## src/rtl/gpio_led_fader_pkg.sv

```systemverilog
// Shared types and helpers for the GPIO LED fader.
// duty_t is a container wide enough for any supported PWM_BITS (up to DUTY_W).
// Each instance narrows the result back to its own PWM width.
package gpio_led_pkg;

  localparam int DUTY_W = 16;

  typedef logic [DUTY_W-1:0] duty_t;

  // All-ones in the container.
  // An instance shifts this right to get its own MAX.
  localparam duty_t DUTY_MAX = '1;

  // Move duty one step toward max (up) or zero (down), clamping at the ends.
  function automatic duty_t sat_step(input duty_t duty, input logic up,
                                     input duty_t step, input duty_t max);
    duty_t res;
    if (up) begin
      res = (step >= max - duty) ? max : duty + step;
    end else begin
      res = (step >= duty) ? '0 : duty - step;
    end
    return res;
  endfunction

  // Counter width able to hold 0..n-1, never narrower than one bit.
  function automatic int cnt_width(input int n);
    return (n > 1) ? $clog2(n) : 1;
  endfunction

endpackage

```

## src/rtl/gpio_led_fader_input_debouncer.sv

```systemverilog
// One pad input channel.
// A flop chain synchronises the pad. A stability counter then accepts a level
// change only after it has held for DEBOUNCE_CYCLES cycles. Rise/fall pulses are
// registered together with the accepted state.
module input_debouncer
  import gpio_led_pkg::*;
#(
  parameter int SYNC_STAGES     = 2,
  parameter int DEBOUNCE_CYCLES = 16
) (
  input  logic clk,
  input  logic rst_n,
  input  logic pad,
  output logic state,
  output logic rise,
  output logic fall
);

  localparam int              CNT_W    = cnt_width(DEBOUNCE_CYCLES);
  localparam logic [CNT_W-1:0] CNT_LAST = CNT_W'(DEBOUNCE_CYCLES - 1);

  logic [SYNC_STAGES-1:0] sync_p;
  logic                   s;
  logic [CNT_W-1:0]       cnt;

  assign s = sync_p[SYNC_STAGES-1];

  // Synchroniser chain: shift the raw pad in, oldest sample is the settled level
  always_ff @(posedge clk or negedge rst_n) begin
    if (!rst_n) begin
      sync_p <= '0;
    end else begin
      sync_p <= {sync_p[SYNC_STAGES-2:0], pad};
    end
  end

  // Accept a new level once it differs for DEBOUNCE_CYCLES in a row; pulse on acceptance
  always_ff @(posedge clk or negedge rst_n) begin
    if (!rst_n) begin
      state <= 1'b0;
      cnt   <= '0;
      rise  <= 1'b0;
      fall  <= 1'b0;
    end else begin
      rise <= 1'b0;
      fall <= 1'b0;
      if (s != state) begin
        if (cnt == CNT_LAST) begin
          state <= s;
          cnt   <= '0;
          rise  <= s;
          fall  <= ~s;
        end else begin
          cnt <= cnt + 1'b1;
        end
      end else begin
        cnt <= '0;
      end
    end
  end

endmodule

```

## src/rtl/gpio_led_fader.sv

```systemverilog
// GPIO conditioner between the SoC gpioA port and the board pins.
// LEDs are driven either directly (registered) or through a PWM fade whose duty
// ramps toward the written target once per PWM period. Pad inputs are
// synchronised and debounced back into the gpio read vector, with edge pulses.
module gpio_led_fader
  import gpio_led_pkg::*;
#(
  parameter int NUM_LEDS        = 8,
  parameter int NUM_INPUTS      = 4,
  parameter int PWM_BITS        = 8,
  parameter int PRESCALE        = 64,
  parameter int FADE_STEP       = 4,
  parameter int SYNC_STAGES     = 2,
  parameter int DEBOUNCE_CYCLES = 16
) (
  input  logic                  io_mainClk,
  input  logic                  io_asyncReset_n,
  input  logic [NUM_LEDS-1:0]   io_gpio_write,
  input  logic [NUM_LEDS-1:0]   io_gpio_writeEnable,
  input  logic                  io_fade_en,
  input  logic [NUM_INPUTS-1:0] io_pad_in,
  output logic [NUM_LEDS-1:0]   io_led,
  output logic [NUM_INPUTS-1:0] io_gpio_read,
  output logic [NUM_INPUTS-1:0] io_rise,
  output logic [NUM_INPUTS-1:0] io_fall
);

  // Full-scale duty in the wide container, and the same value at PWM width.
  localparam duty_t                MAX_W    = DUTY_MAX >> (DUTY_W - PWM_BITS);
  localparam duty_t                STEP     = duty_t'(FADE_STEP);
  localparam logic [PWM_BITS-1:0]  DUTY_TOP = '1;
  localparam int                   PS_W     = cnt_width(PRESCALE);
  localparam logic [PS_W-1:0]      PS_LAST  = PS_W'(PRESCALE - 1);

  logic [NUM_LEDS-1:0]                tgt;
  logic [PS_W-1:0]                    presc;
  logic                               presc_wrap;
  logic                               fade_tick;
  logic [PWM_BITS-1:0]                pwm_cnt;
  logic [NUM_LEDS-1:0][PWM_BITS-1:0]  duty;
  logic [NUM_LEDS-1:0][PWM_BITS-1:0]  duty_next;
  logic [NUM_LEDS-1:0]                led_next;

  // A channel without write enable is treated as off.
  assign tgt        = io_gpio_write & io_gpio_writeEnable;
  assign presc_wrap = (presc == PS_LAST);
  // One tick per full PWM period, on the last prescaler cycle of the last count.
  assign fade_tick  = presc_wrap && (pwm_cnt == DUTY_TOP);

  // Prescaler divides the clock down to the PWM counter rate
  always_ff @(posedge io_mainClk or negedge io_asyncReset_n) begin
    if (!io_asyncReset_n) begin
      presc <= '0;
    end else if (presc_wrap) begin
      presc <= '0;
    end else begin
      presc <= presc + 1'b1;
    end
  end

  // PWM counter advances once per prescaler wrap and rolls over naturally at MAX
  always_ff @(posedge io_mainClk or negedge io_asyncReset_n) begin
    if (!io_asyncReset_n) begin
      pwm_cnt <= '0;
    end else if (presc_wrap) begin
      pwm_cnt <= pwm_cnt + 1'b1;
    end
  end

  for (genvar i = 0; i < NUM_LEDS; i++) begin : g_led
    logic [PWM_BITS-1:0] tgt_duty;
    logic [PWM_BITS-1:0] ramp_duty;

    assign tgt_duty  = tgt[i] ? DUTY_TOP : '0;
    assign ramp_duty = PWM_BITS'(sat_step(duty_t'(duty[i]), tgt[i], STEP, MAX_W));

    // Direct mode keeps duty snapped to the target, so entering fade mode never
    // jumps. In fade mode duty only moves on a tick. A reversed target therefore
    // turns the ramp around at the next tick instead of restarting it.
    assign duty_next[i] = !io_fade_en ? tgt_duty :
                          (fade_tick ? ramp_duty : duty[i]);

    // Full-scale duty is forced on so MAX is steady rather than 15/16 lit.
    assign led_next[i]  = io_fade_en ?
                          ((duty[i] == DUTY_TOP) || (pwm_cnt < duty[i])) :
                          tgt[i];
  end

  // Per-LED duty registers
  always_ff @(posedge io_mainClk or negedge io_asyncReset_n) begin
    if (!io_asyncReset_n) begin
      duty <= '0;
    end else begin
      duty <= duty_next;
    end
  end

  // Registered LED drive: target in direct mode, PWM compare in fade mode
  always_ff @(posedge io_mainClk or negedge io_asyncReset_n) begin
    if (!io_asyncReset_n) begin
      io_led <= '0;
    end else begin
      io_led <= led_next;
    end
  end

  for (genvar j = 0; j < NUM_INPUTS; j++) begin : g_in
    input_debouncer #(
      .SYNC_STAGES     (SYNC_STAGES),
      .DEBOUNCE_CYCLES (DEBOUNCE_CYCLES)
    ) u_deb (
      .clk   (io_mainClk),
      .rst_n (io_asyncReset_n),
      .pad   (io_pad_in[j]),
      .state (io_gpio_read[j]),
      .rise  (io_rise[j]),
      .fall  (io_fall[j])
    );
  end

endmodule

```

## config.mk

```make
export PLATFORM = sky130hd
export DESIGN_NAME = gpio_led_fader
export DESIGN_NICKNAME = d
export VERILOG_FILES = /design/src/rtl/gpio_led_fader_pkg.sv /design/src/rtl/gpio_led_fader_input_debouncer.sv /design/src/rtl/gpio_led_fader.sv
export SDC_FILE = /design/constraint.sdc
export NUM_CORES = 1
export LEC_CHECK = 0
export BUFFER_PORTS_ARGS = -buffer_cell sky130_fd_sc_hd__clkbuf_2
export CORE_ASPECT_RATIO = 1.2
export CORE_MARGIN = 8
export CORE_UTILIZATION = 60
export DETAILED_ROUTE_END_ITERATION = 6
export PLACE_DENSITY = 0.84
export SYNTH_ARGS = -nofsm -noshare
export SYNTH_HDL_FRONTEND = slang
export SYNTH_SLANG_ARGS = --single-unit
```

## constraint.sdc

```tcl
create_clock -name io_mainClk -period 2.6 [get_ports io_mainClk]
set_input_delay 0.39 -clock io_mainClk [delete_from_list [all_inputs] [get_ports io_mainClk]]
set_output_delay 0.39 -clock io_mainClk [all_outputs]
set_load 0.1 [all_outputs]
```

# Word-level counts from Yosys, hierarchy flattened

Cells that the tools add are included.

Input bits: 23
Bits in registers: 122
Word-level logic and storage cells: 203
Output and inout port bits: 20

Reductions and logical operators: 13
Muxes and demuxes: 81
Equality and inequality tests: 19
Bitwise gates (word level): 5
Order comparisons: 24
$add $sub $neg: 30

Operator list:

| cell                | count |
|---|---|
| $mux 8              | 48 |
| $ge 3x16->1 const A | 8 |
| $eq 8x8->1 const B  | 9 |
| $sub 8x8->9 const A | 8 |
| $add 8x3->8 const B | 8 |
| $ge 3x8->1 const A  | 8 |
| $lt 8x8->1          | 8 |
| $sub 8x3->8 const B | 8 |
| $mux 4              | 8 |
| $mux 1              | 24 |
| $add 4x1->4 const B | 4 |
| $eq 4x4->1 const B  | 4 |
| $add 8x1->8 const B | 1 |
| $and 8x8->8         | 1 |
| $logic_or 1x1->1    | 8 |
| $reduce_and 2->1    | 4 |
| $add 6x1->6 const B | 1 |
| $eq 6x6->1 const B  | 1 |
| $mux 6              | 1 |
| $ne 1x1->1          | 4 |
| $not 1->1           | 4 |
| $ne 2x1->1 const B  | 1 |
| $logic_and 1x1->1   | 1 |

# Depth between registers and ports, before layout

Gate-level depths: netlist of the first run.

Depth after elaboration: 6
Gate-level depth with buffers: 8
Depth with buffers taken out: 7

# Hierarchy

From an unflattened synthesis of the first run, not the netlist that was laid out.

Cell total of the unflattened synthesis: 976
Area total of the unflattened synthesis: 8,513.2 um^2

Modules (own cells, without submodules):

| module          | area each (um^2) | instances | sequential area each (um^2) | cells an instance |
|---|---|---|---|---|
| gpio_led_fader  | 7,131.8          | 1         | 1,951.9                     | 880 |
| input_debouncer | 345.3            | 4         | 225.2                       | 24 |

# Worst setup path after synthesis of the first run

No wires, ideal clock.

Path type: reg-to-reg
Start: register pwm_cnt[1]
End: register duty[44] (netlist name)
Slack: 704 ps
Buffers on the path: 2
Library setup time: 126 ps
Cell stages (with the launch flop): 8
Required time: 2,474 ps
Data arrival time: 1,770 ps
Period minus slack after synthesis: 1,896 ps
Cell sequence: dfrtp_1 -> ha_1 -> and4_1 -> and3_1 -> buf_2 -> buf_2 -> o211ai_1 -> a311o_1

Cells in the longest elaborated chain, start to end: 3

RTL lines:

| element                | line                 | RTL |
|---|---|---|
| start, declared        | gpio_led_fader.sv:39 | `logic [PWM_BITS-1:0] pwm_cnt;` |
| start signal, assigned | gpio_led_fader.sv:66 | `pwm_cnt <= pwm_cnt + 1'b1;` |
| $eq 8x8->1             | gpio_led_fader.sv:48 | `assign fade_tick = presc_wrap && (pwm_cnt == DUTY_TOP);` |
| $logic_and 1x1->1      | gpio_led_fader.sv:48 |  |
| $ne 2x1->1 (no line)   | --                   |  |
| end signal, assigned   | gpio_led_fader.sv:94 | `duty <= duty_next;` |
| end, declared          | gpio_led_fader.sv:40 | `logic [NUM_LEDS-1:0][PWM_BITS-1:0] duty;` |

No other way between the ends.
A chain may end at the register's enable or synchronous reset.

# Worst setup path after layout of the first run

Start: register presc[0]
End: register duty[18] (netlist name)

Cells in the longest elaborated chain, start to end: 3

RTL lines:

| element                | line                 | RTL |
|---|---|---|
| start, declared        | gpio_led_fader.sv:36 | `logic [PS_W-1:0] presc;` |
| start signal, assigned | gpio_led_fader.sv:57 | `presc <= presc + 1'b1;` |
| $eq 6x6->1             | gpio_led_fader.sv:46 | `assign presc_wrap = (presc == PS_LAST);` |
| $logic_and 1x1->1      | gpio_led_fader.sv:48 |  |
| $ne 2x1->1 (no line)   | --                   |  |

No other way between the ends.

==> impl_metrics.py, run 1 <==
metrics = {
    "status": {
        "status": "finished clean",
    },
    "synth": {
        "synthCells": 980,
        "synth_area_sq_um": 8517,
        "synth_top_family_by_area": "compound AO/OA/AOI/OAI gates",
        "postSynthRegisterBits": 114,
        "yosysSeqAreaShare_pct": 33.49,
        "synth-xor-area-share_pct": 2.468,
        "synth_compound_area_share_pct": 22.61,
        "syn-num-nets": 1097,
        "async_flop_share_pct": 100.0,
        "synth_area_per_cell_sq_um": 8.691,
        "synth-main-ff-cell": "dfrtp_1",
        "synthAdderAreaFrac_pct": 13.81,
        "yosys_warnings": 0,
        "synth_edf_count": 0,
        "ys_types": 78,
        "synthMuxAreaShare_pct": 1.014,
        "synth-simple-area-share_pct": 20.51,
    },
    "cells_and_area": {
        "fin_util_pct": 68.52,
        "drive_gt1_share_pct": 11.33,
        "antenna_cells": 0,
        "nets": 1128,
        "area_delta_synth_final_pct": 11.18,
        "fill_cells": 1064,
        "final_area_sq_um": 9469,
    },
    "drt": {
        "firstDrtPassIters": 6,
        "ant_nets": 0,
        "drtIter0Drc": 698,
        "drc_errors": 0,
        "totalWireLength_microns": 21760,
        "avgRoutedWirePerCell_microns": 18.21,
        "vias": 7873,
        "via_per_inst": 6.588,
    },
    "floorplanning": {
        "die_area_sq_um": 18280,
        "core_sq_um": 13820,
        "std_cell_rows": 47,
        "die_h_microns": 146.5,
        "pin_count": 43,
        "die_w_microns": 124.8,
        "start_util_pct": 61.63,
    },
    "setup_path": {
        "cp-start-kind": "flop",
        "critPathTopFamily": "simple AND/OR/NAND/NOR gates",
        "worstPathRequired_ps": 2930,
        "cpPeakStageDelay_ps": 470,
        "cp_data_arrival_time_ps": 2430,
        "critPathKind": "flop to flop",
        "worst_path_most_repeated_cell": "nand3_1",
        "cp_max_fo": 15,
        "crit_path_end_kind": "flop",
        "crit_chain": "ha_1 > and4_1 > nand3_1 > nand2_1 > buf_4 > nand3_1 > a22oi_1",
        "cp_slowest_cell": "nand2_1",
        "path_buf_inv": 1,
    },
    "timing": {
        "clock_skew_ps": 8.469,
        "setup-tns-final_ps": 0,
        "setup_viol": 0,
        "hold_viol_final": 0,
        "worst_pin_slew_ps": 566.4,
        "max_freq_mhz": 476.6,
        "period_share_pct": 80.70,
        "slew_violations": 0,
        "rsz0062_at_grt": "no",
        "min_period_ps": 2098,
        "finalWorstSetupSlack_ps": 501.7,
        "slew_headroom_pct": 62.15,
    },
    "worst_hold_path": {
        "hold_class": "primary input to flop",
    },
    "global_routing": {
        "antenna_found_initial": 0,
        "use_met2_pct": 39.08,
        "grtUsageTotal_pct": 23.89,
        "grt-ovfl-total": 0,
        "grt_max_degree": 58,
        "use_met1_pct": 28.79,
        "grt_pass1_wl_microns": 36840,
        "top_usage_layer": "met2",
        "grt_pass1_vias": 7701,
        "grt.met3_usage_pct": 4.527,
    },
    "clocking": {
        "cts_made_buffers": 17,
        "root_buffer": "clkbuf_16",
        "cts_resized": 0,
        "cts_tree": "built",
        "cts_sinks": 114,
        "clk_latency_ps": 430,
        "clock_path_buffers": 2,
        "post-cts-setup-buffer-count": 0,
        "postCtsHoldBufs": 1,
        "clk_pin_slew_worst_paths_ps": 60,
        "htree_levels": 4,
    },
    "placement": {
        "postPlaceCellArea_sq_um": 8865,
        "dp_hpwl_microns": 15120,
        "portBuffers": 42,
        "place_ws_ps": 511.2,
        "routabilityCongestion": 0.9280,
    },
    "pwr": {
        "vdd_ir_drop_max_v": 0.0005977,
        "p_leak_nw": 4.262,
        "power_density_nw_per_um2": 606.3,
    },
    "run": {
        "drv_cap": 0,
    },
}
[layout make-up]
| cell class | instances | area [sq um] | share of cell area (%) |
|---|---|---|---|
| timing repair buffer | 66 | 407.9 | 4.308 |
| tap | 171 | 214.0 | 2.260 |
| sequential | 114 | 2853 | 30.13 |
| multi-input combinational | 744 | 5145 | 54.33 |
| clock inverter | 14 | 165.2 | 1.744 |
| inverter | 68 | 255.2 | 2.696 |
| clock buffer | 18 | 429.2 | 4.532 |
[power breakdown]
group,switching [mW],internal (mW)
Sequential,0.235,1.92
Combinational,0.784,0.458
Clock,0.853,1.50
Total,1.87,3.87
[worst paths after layout]
kind | startpoint | endpoint | slack, ps | cells after the start
min in group asynchronous | io_asyncReset_n | g_in[0].u_deb.cnt[3]$_DFF_PN0_ | 450 | 2
max reg2reg | presc[0]$_DFF_PN0_ | duty[18]$_DFFE_PN0P_ | 500 | 7
max | presc[0]$_DFF_PN0_ | duty[18]$_DFFE_PN0P_ | 500 | 7
min | io_pad_in[1] | g_in[1].u_deb.sync_p[0]$_DFF_PN0_ | 60 | 1
min reg2reg | g_in[1].u_deb.sync_p[0]$_DFF_PN0_ | g_in[1].u_deb.sync_p[1]$_DFF_PN0_ | 350 | 0
max in group asynchronous | io_asyncReset_n | duty[19]$_DFFE_PN0P_ | 1430 | 3
[per-stage QoR]
stage / cells / hold slack, ps / power [mW]
floorplan: 980 / 94.41 / 3.047
global placement: 1162 / 333.8 / 3.352
detailed placement: 1162 / 338.8 / 3.383
CTS: 1195 / 52.10 / 5.736
global route: 1195 / 49.82 / 6.011
finish: 1195 / 61.87 / 5.741
[flip-flops by register name (all words and copies together) (netlist names)]
signal,cells
duty,56
g_in.u_deb.cnt,16
g_in.u_deb.fall,4
g_in.u_deb.rise,4
g_in.u_deb.state,4
g_in.u_deb.sync_p,8
io_led,8
presc,6
pwm_cnt,8
[cells in the mapped netlist, types with 4 or more instances]
library cell	number	area share [%]
dfrtp_1	114	33
ha_1	94	14
a21oi_1	79	4.6
inv_1	67	3.0
nand2_1	57	2.5
o21ai_0	57	3.3
nand3_1	51	3.0
nor2_1	46	2.0
clkbuf_1	30	1.3
nor3_1	28	1.6
a31oi_1	26	1.9
nand4_1	23	1.7
a21o_1	19	1.7
xnor2_1	18	1.9
o21ai_1	17	1.0
nand2b_1	14	1.0
nor4_1	14	1.0
and3_1	13	0.95
buf_4	12	1.1
nor3b_1	12	1.1
o211ai_1	12	1.1
and4_1	11	1.1
nor2b_1	11	0.81
o22ai_1	11	0.81
nand4b_1	10	1.0
a311oi_1	9	0.93
and2_1	9	0.66
buf_2	7	0.41
or3_1	6	0.44
xor2_1	6	0.62
mux2_2	5	0.66
o221ai_1	5	0.51
a22oi_1	4	0.35
a41oi_1	4	0.41
buf_1	4	0.18
o21a_1	4	0.35
o32ai_1	4	0.41
[layer usage]
metal  up-vias  wire (microns)
met5         -               0
li1       3716               -
met3        73            1497
met4         0             752
met1      3714            9145
met2       370           10360
[layout by cell type, fill, tap and decap left out, types with 5 or more instances in the layout]
| master | instances |
|---|---|
| clkinvlp_4 | 5 |
| nor4_1 | 14 |
| nand4_1 | 23 |
| o211ai_1 | 12 |
| o21ai_1 | 17 |
| o21ai_0 | 57 |
| and4_1 | 11 |
| a21oi_1 | 79 |
| a21o_1 | 19 |
| ha_1 | 94 |
| nor3b_1 | 12 |
| o221ai_1 | 5 |
| nor3_1 | 28 |
| nor2_1 | 46 |
| a31oi_1 | 26 |
| and3_1 | 13 |
| clkbuf_2 | 40 |
| mux2_2 | 5 |
| nand2_1 | 57 |
| clkbuf_16 | 17 |
| and2_1 | 9 |
| dfrtp_1 | 114 |
| xor2_1 | 6 |
| nand3_1 | 51 |
| nand2b_1 | 14 |
| nand4b_1 | 10 |
| nor2b_1 | 11 |
| or3_1 | 6 |
| xnor2_1 | 18 |
| a311oi_1 | 9 |
| buf_4 | 23 |
| inv_1 | 67 |
| o22ai_1 | 11 |
[kinds of logic after synthesis]
| kind of cell | count (synthesis) |
|---|---|
| and+or+nand+nor | 318 |
| DFF | 114 |
| buffers and inverters | 122 |
| xor gates and xnor gates | 24 |
| muxes | 8 |
| AOI/OAI and AO/OA | 300 |
| adders and majority gates | 94 |
No activity file was read; power rests on OpenSTA's default activity.
==> inputs of run 2 (changes only) <==
--- a/config.mk
+++ b/config.mk
@@ -5,6 +5,7 @@
 export SDC_FILE = /design/constraint.sdc
 export NUM_CORES = 1
 export LEC_CHECK = 0
+export ABC_AREA = 1
 export BUFFER_PORTS_ARGS = -buffer_cell sky130_fd_sc_hd__clkbuf_2
 export CORE_ASPECT_RATIO = 1.2
 export CORE_MARGIN = 8
==> constraint.sdc (replaced) <==
create_clock -name io_mainClk -period 2.13 [get_ports io_mainClk]
set_input_delay 0.3195 -clock io_mainClk [delete_from_list [all_inputs] [get_ports io_mainClk]]
set_output_delay 0.3195 -clock io_mainClk [all_outputs]
set_load 0.1 [all_outputs]
==> run 2 against run 1 <==
Cell area is 5.9% higher. Worst hold slack worse by 94 ps. Critical path depth is 2 higher. Register-to-register slack worse by 260 ps. The run now ends with hold timing left. Synthesized cell count is 34% higher.
==> impl_metrics.py, run 2 <==
metrics = {
    "timing": {
        "finalWorstSetupSlack_ps": 236.8,
        "clock_skew_ps": 5.984,
        "period_share_pct": 88.88,
        "worst_pin_slew_ps": 635.5,
        "slew_headroom_pct": 57.63,
        "rsz0062_at_grt": "no",
        "setup_viol": 0,
        "setup-tns-final_ps": 0,
        "hold_ws_ps": -32.57,
        "min_period_ps": 1893,
        "hold_viol_final": 10,
        "slew_violations": 0,
        "max_freq_mhz": 528.2,
    },
    "clocking": {
        "root_buffer": "clkbuf_16",
        "clock_path_buffers": 2,
        "clk_pin_slew_worst_paths_ps": 60,
        "cts_sinks": 114,
        "cts_made_buffers": 17,
        "htree_levels": 4,
        "clk_latency_ps": 420,
        "cts_tree": "built",
    },
    "floorplanning": {
        "pin_count": 43,
        "core_sq_um": 14840,
        "die_area_sq_um": 19130,
        "start_util_pct": 60.45,
        "die_h_microns": 149.9,
        "die_w_microns": 127.6,
        "std_cell_rows": 49,
    },
    "pwr": {
        "power_density_nw_per_um2": 769.6,
        "vdd_ir_drop_max_v": 0.0005139,
        "p_leak_nw": 5.508,
        "total_power_mw": 7.716,
    },
    "setup_path": {
        "cp_data_arrival_time_ps": 2200,
        "reg2regPathDepth": 9,
        "critPathKind": "flop to flop",
        "startpoint": "presc[0]$_DFF_PN0_",
        "cpPeakStageDelay_ps": 380,
        "rr_startpoint": "presc[0]$_DFF_PN0_",
        "cp_slowest_cell": "dfrtp_1",
        "cp_max_fo": 23,
        "regToRegEndpoint": "duty[19]$_DFFE_PN0P_",
        "regToRegSetupSlack_ps": 240,
        "cp-start-kind": "flop",
        "crit_chain": "ha_1 > nand3_2 > nor2_8 > nand3_4 > nand2_4 > buf_12 > o21ai_0 > inv_1 > nand2_1",
        "worstPathRequired_ps": 2440,
        "crit_path_end_kind": "flop",
    },
    "drt": {
        "via_per_inst": 5.447,
        "drtIter0Drc": 742,
        "ant_nets": 0,
        "totalWireLength_microns": 21840,
        "drc_errors": 0,
        "avgRoutedWirePerCell_microns": 13.86,
        "vias": 8585,
        "firstDrtPassIters": 5,
    },
    "cells_and_area": {
        "drive_gt1_share_pct": 7.143,
        "largest_register_ffs": 56,
        "top_regs": "duty x56, g_in.u_deb.cnt x16",
        "area_delta_synth_final_pct": 11.79,
        "top_register": "duty",
        "layout_common_cells": "438 x nand2_1, 167 x inv_1, 141 x nand3_1",
        "layout_commonest_cell": "nand2_1",
        "nets": 1476,
        "final_area_sq_um": 10030,
        "antenna_cells": 0,
    },
    "status": {
        "violations": "hold timing",
        "status": "complete, but fails checks",
    },
    "synth": {
        "synth_area_per_cell_sq_um": 6.805,
        "synth_edf_count": 0,
        "yosysMostFrequentCell": "nand2_1",
        "synth_area_leaders": "dfrtp_1 32%, nand2_1 18%, ha_1 13%",
        "synthCells": 1318,
        "ys_types": 32,
        "syn-num-nets": 1435,
        "synth_top_area_share_pct": 31.81,
        "yosys-top-cells-count": "438 x nand2_1, 167 x inv_1, 141 x nand3_1, 127 x nor2_1, 114 x dfrtp_1",
        "post-synth-top-area-cell": "dfrtp_1",
        "async_flop_share_pct": 100.0,
        "yosysSeqAreaShare_pct": 31.81,
        "postSynthRegisterBits": 114,
        "synth_area_sq_um": 8969,
        "yosys_warnings": 0,
        "synth-main-ff-cell": "dfrtp_1",
    },
    "run": {
        "drv_cap": 0,
    },
    "placement": {
        "portBuffers": 42,
        "routabilityCongestion": 0.9560,
        "dp_hpwl_microns": 14650,
        "place_ws_ps": 262.7,
        "postPlaceCellArea_sq_um": 9382,
    },
    "global_routing": {
        "grt_pass1_vias": 8286,
        "antenna_found_initial": 0,
        "grt_max_degree": 115,
        "grt-ovfl-total": 0,
        "grt_pass1_wl_microns": 37690,
        "grtUsageTotal_pct": 24.02,
    },
    "worst_hold_path": {
        "hold_class": "primary input to asynchronous set/reset pin",
    },
}
==> run 2: cell count changes after synthesis, moves of 17 or more <==
cell	previous run	this run
a21o_1	19	0
a21oi_1	79	38
a31oi_1	26	3
clkbuf_1	30	6
inv_1	67	167
nand2_1	57	438
nand3_1	51	141
nor2_1	46	127
nor3_1	28	11
xor2_1	6	28
==> run 2: cell type report <==
cell class / count / area, sq um
clock buffer: 22 / 484.2
fill: 1263 / 4811
clock inverter: 10 / 130.1
multi-input combinational: 995 / 5240
sequential: 114 / 2853
inverter: 170 / 638.1
timing repair buffer: 61 / 425.4
tap: 204 / 255.2
==> run 2: repair_timing <==
item / CTS / global route
buffers inserted: 0 / 0
resized for setup: 0 / 1
hold buffers: 1 / 2
endpoints found under the setup margin: 0 / 5
hold endpoints to repair: 1 / 2
==> run 2: cells by family after synthesis <==
group,count (synthesis),synth area share [%]
buffers and inverters,209,9.766
DFF,114,31.81
AOI/OAI and AO/OA,111,6.459
and+or+nand+nor,752,35.14
xor gates and xnor gates,38,3.711
adders and majority gates,94,13.11
==> run 2: worst max-delay path by stage <==
stage	end	depth (start not counted)
2_1_floorplan	duty[56]$_DFFE_PN0P_	9
3_3_place_gp	duty[13]$_DFFE_PN0P_	10
3_5_place_dp	duty[63]$_DFFE_PN0P_	9
4_1_cts	duty[63]$_DFFE_PN0P_	9
5_1_grt	duty[29]$_DFFE_PN0P_	9
6_report	duty[19]$_DFFE_PN0P_	9
==> run 2: metal layers <==
layer | routed length [microns] | global-route usage [%]
met1 | 9135 | 28.43
met2 | 10900 | 41.33
met3 | 1185 | 4.777
met4 | 612 | 10.90
met5 | 0 | 0
==> run 2: critical path: cells and delay by family, from the launching register on <==
kind | cells | cell delay (ps)
compound gates | 1 | 90
flops | 1 | 380
simple gates | 5 | 790
fa+ha+maj | 1 | 220
buf+inv | 2 | 310
==> run 2: through the flow <==
stage	utilization (%)	std cells	hold slack, ps
floorplan	-	1318	23.91
global placement	63.23	1541	336.4
detailed placement	63.23	1541	339.6
CTS	67.44	1574	2.133
global route	67.57	1576	1.537
finish	67.57	1576	-32.57
==> run 2: where the power goes <==
part	switching, mW	internal, mW
clock network	1.02	1.95
registers	0.302	2.37
logic	1.37	0.702
